$ cat src/rtl/button_debounce.sv
// Debouncer for an active-low, pulled-up push button: 2-FF synchroniser, 4-state
// accept/reject FSM, press/release strobes, wrapping press counter. BUTTON_LONG_PRESS_EN adds long_pulse.
module button_debounce #(
    parameter int unsigned DEBOUNCE_CYCLES = 12000,
    parameter int unsigned COUNT_W         = 8,
    parameter int unsigned LONG_CYCLES     = 6000000
) (
    input  logic               clk,
    input  logic               reset,
    input  logic               pin_n,
    output logic               pressed,
    output logic               press_pulse,
    output logic               release_pulse,
    output logic [COUNT_W-1:0] press_count,
    output logic               long_pulse,
    output logic [1:0]         state_dbg_o
);

    localparam int unsigned CNT_W = $clog2(DEBOUNCE_CYCLES) + 1;
    localparam logic [CNT_W-1:0] CNT_LAST = CNT_W'(DEBOUNCE_CYCLES - 1);

    if (DEBOUNCE_CYCLES < 2 || LONG_CYCLES < 1) begin : g_param_check
        $error("button_debounce: DEBOUNCE_CYCLES must be >= 2 and LONG_CYCLES >= 1");
    end

    typedef enum logic [1:0] {
        IDLE         = 2'd0,
        PRESS_WAIT   = 2'd1,
        HELD         = 2'd2,
        RELEASE_WAIT = 2'd3
    } state_e;

    // Valid/ready does not apply here: every output is a registered level or a
    // one-cycle strobe that consumers sample on any rising clk edge.

    // Synchroniser resets to the released (pulled-up) level.
    logic sync1_q;
    logic sync2_q;
    logic s;

    always_ff @(posedge clk or posedge reset) begin
        if (reset) begin
            sync1_q <= 1'b1;
            sync2_q <= 1'b1;
        end else begin
            sync1_q <= pin_n;
            sync2_q <= sync1_q;
        end
    end

    assign s = sync2_q;

    state_e             state_q;
    state_e             state_d;
    logic [CNT_W-1:0]   cnt_q;
    logic [CNT_W-1:0]   cnt_d;
    logic               pressed_q;
    logic               pressed_d;
    logic               press_pulse_q;
    logic               press_pulse_d;
    logic               release_pulse_q;
    logic               release_pulse_d;
    logic [COUNT_W-1:0] count_q;
    logic [COUNT_W-1:0] count_d;

    always_comb begin
        state_d         = state_q;
        cnt_d           = cnt_q;
        pressed_d       = pressed_q;
        press_pulse_d   = 1'b0;
        release_pulse_d = 1'b0;
        count_d         = count_q;
        case (state_q)
            IDLE: begin
                if (!s) begin
                    state_d = PRESS_WAIT;
                    cnt_d   = CNT_W'(1);
                end
            end
            PRESS_WAIT: begin
                if (s) begin
                    state_d = IDLE;
                    cnt_d   = '0;
                end else if (cnt_q == CNT_LAST) begin
                    state_d       = HELD;
                    cnt_d         = '0;
                    pressed_d     = 1'b1;
                    press_pulse_d = 1'b1;
                    count_d       = count_q + COUNT_W'(1);
                end else begin
                    cnt_d = cnt_q + CNT_W'(1);
                end
            end
            HELD: begin
                if (s) begin
                    state_d = RELEASE_WAIT;
                    cnt_d   = CNT_W'(1);
                end
            end
            RELEASE_WAIT: begin
                if (!s) begin
                    state_d = HELD;
                    cnt_d   = '0;
                end else if (cnt_q == CNT_LAST) begin
                    state_d         = IDLE;
                    cnt_d           = '0;
                    pressed_d       = 1'b0;
                    release_pulse_d = 1'b1;
                end else begin
                    cnt_d = cnt_q + CNT_W'(1);
                end
            end
            default: begin
                state_d = IDLE;
                cnt_d   = '0;
            end
        endcase
    end

    always_ff @(posedge clk or posedge reset) begin
        if (reset) begin
            state_q         <= IDLE;
            cnt_q           <= '0;
            pressed_q       <= 1'b0;
            press_pulse_q   <= 1'b0;
            release_pulse_q <= 1'b0;
            count_q         <= '0;
        end else begin
            state_q         <= state_d;
            cnt_q           <= cnt_d;
            pressed_q       <= pressed_d;
            press_pulse_q   <= press_pulse_d;
            release_pulse_q <= release_pulse_d;
            count_q         <= count_d;
        end
    end

    assign pressed       = pressed_q;
    assign press_pulse   = press_pulse_q;
    assign release_pulse = release_pulse_q;
    assign press_count   = count_q;
    assign state_dbg_o   = state_q;

`ifdef BUTTON_LONG_PRESS_EN
    localparam int unsigned HOLD_W = $clog2(LONG_CYCLES) + 1;
    localparam logic [HOLD_W-1:0] HOLD_FIRE = HOLD_W'(LONG_CYCLES - 1);
    localparam logic [HOLD_W-1:0] HOLD_SAT  = HOLD_W'(LONG_CYCLES);

    logic              enter_held;
    logic [HOLD_W-1:0] hold_q;
    logic [HOLD_W-1:0] hold_d;
    logic              long_q;
    logic              long_d;

    // Only a fresh acceptance clears the hold timer; a rejected release keeps it.
    assign enter_held = (state_q == PRESS_WAIT) && (state_d == HELD);

    always_comb begin
        hold_d = hold_q;
        long_d = 1'b0;
        if (enter_held) begin
            hold_d = '0;
        end else if (state_q == HELD && hold_q != HOLD_SAT) begin
            hold_d = hold_q + HOLD_W'(1);
            long_d = (hold_q == HOLD_FIRE);
        end
    end

    always_ff @(posedge clk or posedge reset) begin
        if (reset) begin
            hold_q <= '0;
            long_q <= 1'b0;
        end else begin
            hold_q <= hold_d;
            long_q <= long_d;
        end
    end

    assign long_pulse = long_q;
`else
    assign long_pulse = 1'b0;
`endif

endmodule
$ cat config.mk
export PLATFORM = sky130hd
export DESIGN_NAME = button_debounce
export DESIGN_NICKNAME = d
export VERILOG_FILES = /design/src/rtl/button_debounce.sv
export SDC_FILE = /design/constraint.sdc
export NUM_CORES = 1
export LEC_CHECK = 0
export BUFFER_PORTS_ARGS = -buffer_cell sky130_fd_sc_hd__buf_4
export CORE_MARGIN = 3
export CORE_UTILIZATION = 35
export CTS_BUF_LIST = sky130_fd_sc_hd__clkbuf_8 sky130_fd_sc_hd__clkbuf_16
export DETAILED_ROUTE_END_ITERATION = 8
export PLACE_DENSITY = 0.64
export SYNTH_ARGS = -nofsm -noshare
export SYNTH_HDL_FRONTEND = slang
export SYNTH_SLANG_ARGS = --single-unit
export TNS_END_PERCENT = 10
$ cat constraint.sdc
create_clock -name clk -period 2.2 [get_ports clk]
set_clock_uncertainty 0.1 [all_clocks]
set_input_delay 0.11 -clock clk [delete_from_list [all_inputs] [get_ports clk]]
set_output_delay 0.11 -clock clk [all_outputs]
set_load 0.005 [all_outputs]
==> flow_summary.json <==
{
  "fin_crit_sh_pct": 91.9,
  "slew_violations": 0,
  "synth_mux_area_share_pct": 2.80,
  "hp-class": "reg2reg",
  "layout_min_cycle_time_ps": 2020,
  "die_area_um2": 5170,
  "slowest_stage": "dfrtp_1",
  "insertion_delay_ps": 280,
  "startpoint_type": "flop",
  "dr.pass1.iters": 4,
  "crit_chain": "ha_1 -> nand4bb_2 -> nor4_4 -> or2_1 -> o21ai_0 -> a21o_1",
  "wl_mm": 2.98,
  "grtUsageTotal_pct": 12.4,
  "worst_pin_slew_ps": 619,
  "synth_cell_types": 40,
  "synth_top_area_share_pct": 46.1,
  "hpwlAfterDp_mm": 2.09,
  "cts_tree": "built",
  "num_vias": 1161,
  "ir_drop_uv": 707,
  "cts_root_buffer": "clkbuf_8",
  "setup-violations-final": 0,
  "drive_gt1_share_pct": 21.3,
  "nNetsFinal": 178,
  "synthToLayoutAreaGrowth_pct": 19.0,
  "max_stage_delay_ps": 400,
  "cts_setup_buffers": 0,
  "antennaDiodeCount": 0,
  "grt_pass1_wl_mm": 4.97,
  "drt_iter0_drc": 70,
  "critical_path_required_ps": 2270,
  "synth_edf_count": 0,
  "cp_top_family": "simple AND/OR/NAND/NOR gates",
  "dp.cells": 214,
  "synth_compound_area_share_pct": 10.2,
  "grt-ovfl-total": 0,
  "synth_cells": 150,
  "clk_pin_slew_worst_paths_ps": 60,
  "coreArea_um2": 4090,
  "initial_core_util_pct": 37.2,
  "synth_async_sr_flop_share_pct": 100,
  "numCtsBuffers": 5,
  "syn_nets": 155,
  "synth_ff_type": "dfrtp_1",
  "maxSlewHeadroom_pct": 58.7,
  "syn_avg_cell_area_um2": 10.1,
  "ios": 17,
  "yosys.area.top_type": "dfrtp_1",
  "path_buf_inv": 0,
  "wire_per_inst_um": 13.3,
  "grt_max_degree": 31,
  "synth_top_family_by_area": "simple AND/OR/NAND/NOR gates",
  "yosys.area_share.simple_pct": 25.6,
  "globalplace.congestion": 0.897,
  "die_y_um": 71.9,
  "synth_adder_area_share_pct": 1.65,
  "critPathCaptureType": "flop",
  "finalHoldViolCount": 0,
  "drv_cap": 0,
  "rows": 23,
  "ys_warn_count": 0,
  "critPathMaxFanout": 8,
  "first_global_vias": 1141,
  "critPathKind": "reg2reg",
  "rsz0062_at_grt": "false",
  "synthXorXnorAreaFrac_pct": 6.34,
  "outcome": "complete, no violations",
  "ant_nets": 0,
  "h-tree-depth": 2,
  "arrival_ps": 2090,
  "via_per_inst": 5.18,
  "die_w_um": 71.9,
  "cts.sinks": 30,
  "syn_area_um2": 1520,
  "finalNonFillerCells": 224,
  "max_freq_ghz": 0.495,
  "p_leak_uw": 0.000818,
  "power_density_nw_per_um2": 838,
  "cts_buffer_depth": 2,
  "ys_ff_latch": 30,
  "ys_seq_area_share_pct": 49.6,
  "antenna_found_initial": 0,
  "io_buffers": 15,
  "post-route-drc-count": 0,
  "netlist_top_cells_area": "dfrtp_1, xor2_1, dfstp_2",
  "timing.hold.ws_ps": 257
}
[cell families after synthesis]
group           count (synthesis)
buf+inv                        12
other cells                     1
mux                             4
fa+ha+maj                       2
flops                          30
xor+xnor                       11
compound gates                 27
simple gates                   63
[final cells by class]
class	count	area [um^2]
Fill cell	382	2280
Sequential cell	30	753
Multi-Input combinational cell	108	723
Timing Repair Buffer	21	163
Clock buffer	5	68.8
Tap cell	50	62.6
Inverter	7	26.3
Clock inverter	3	11.3
[where the power goes]
group          switching (uW)  internal [uW]
Combinational             294            175
Sequential               45.3            599
Clock                     191            210
[path summary, 6_finish.rpt]
| check | start | end | slack [ps] | cells after the start |
|---|---|---|---|---|
| setup reg to reg | cnt_q[0] | cnt_q[13] | 180 | 6 |
| hold / removal | sync1_q | s | 260 | 0 |
| max in group asynchronous | reset | sync1_q | 1330 | 4 |
| hold reg to reg | sync1_q | s | 260 | 0 |
| min in group asynchronous | reset | press_count[3] | 360 | 4 |
| setup / recovery | cnt_q[0] | cnt_q[13] | 180 | 6 |
[stage by stage]
step	instance area, um^2	worst slack [ps]	total power (uW)	util (%)	TNS (ps)
floorplan	1520	308	973	-	0
global placement	1700	98.2	1100	41.5	0
detailed placement	1700	-42.4	1110	41.5	-74.3
CTS	1800	49.9	1530	44.0	0
global route	1810	8.29	1620	44.2	0
finish	1810	179	1510	44.2	0
[sequential cells by signal, indices dropped and copies added (netlist names), named ones only]
signal	flops
s	1
state_dbg_o	1
pressed	1
cnt_q	15
release_pulse	1
press_pulse	1
press_count	8
sync1_q	1
[synthesized netlist by cell type (3+ instances only)]
cell type  count
or3_1          3
a21oi_1       10
nor2_1        11
nand2_1       14
inv_1          7
dfrtp_1       28
buf_2          3
o21ai_0        4
nand4_1        6
nand3_1        9
o21ai_1        3
nor4_1         3
a31oi_1        5
xnor2_1        4
xor2_1         7
[placed cells by master (no fill, tap or decap), drive strengths merged, types with 6 or more instances in the layout]
master  count
dfrtp      28
buf        19
nand2      14
nand3      12
nor2       11
inv        10
a21oi      10
xor2        7
o21ai       7
nand4       6
[metal layers]
layer	vias to the layer above	global-route usage [%]	wire, um
met5	-	0	0
met4	0	3.97	30
met3	4	5.05	110
met2	22	18.8	1400
met1	553	16.2	1440
li1	582	-	-
[repair_timing]
item                                    CTS  global route
gates resized for setup                   1             1
endpoints found under the hold margin    29             0
endpoints found under the setup margin    2             1
hold buffers                              2             0
Power figures use the tool's default switching activity.
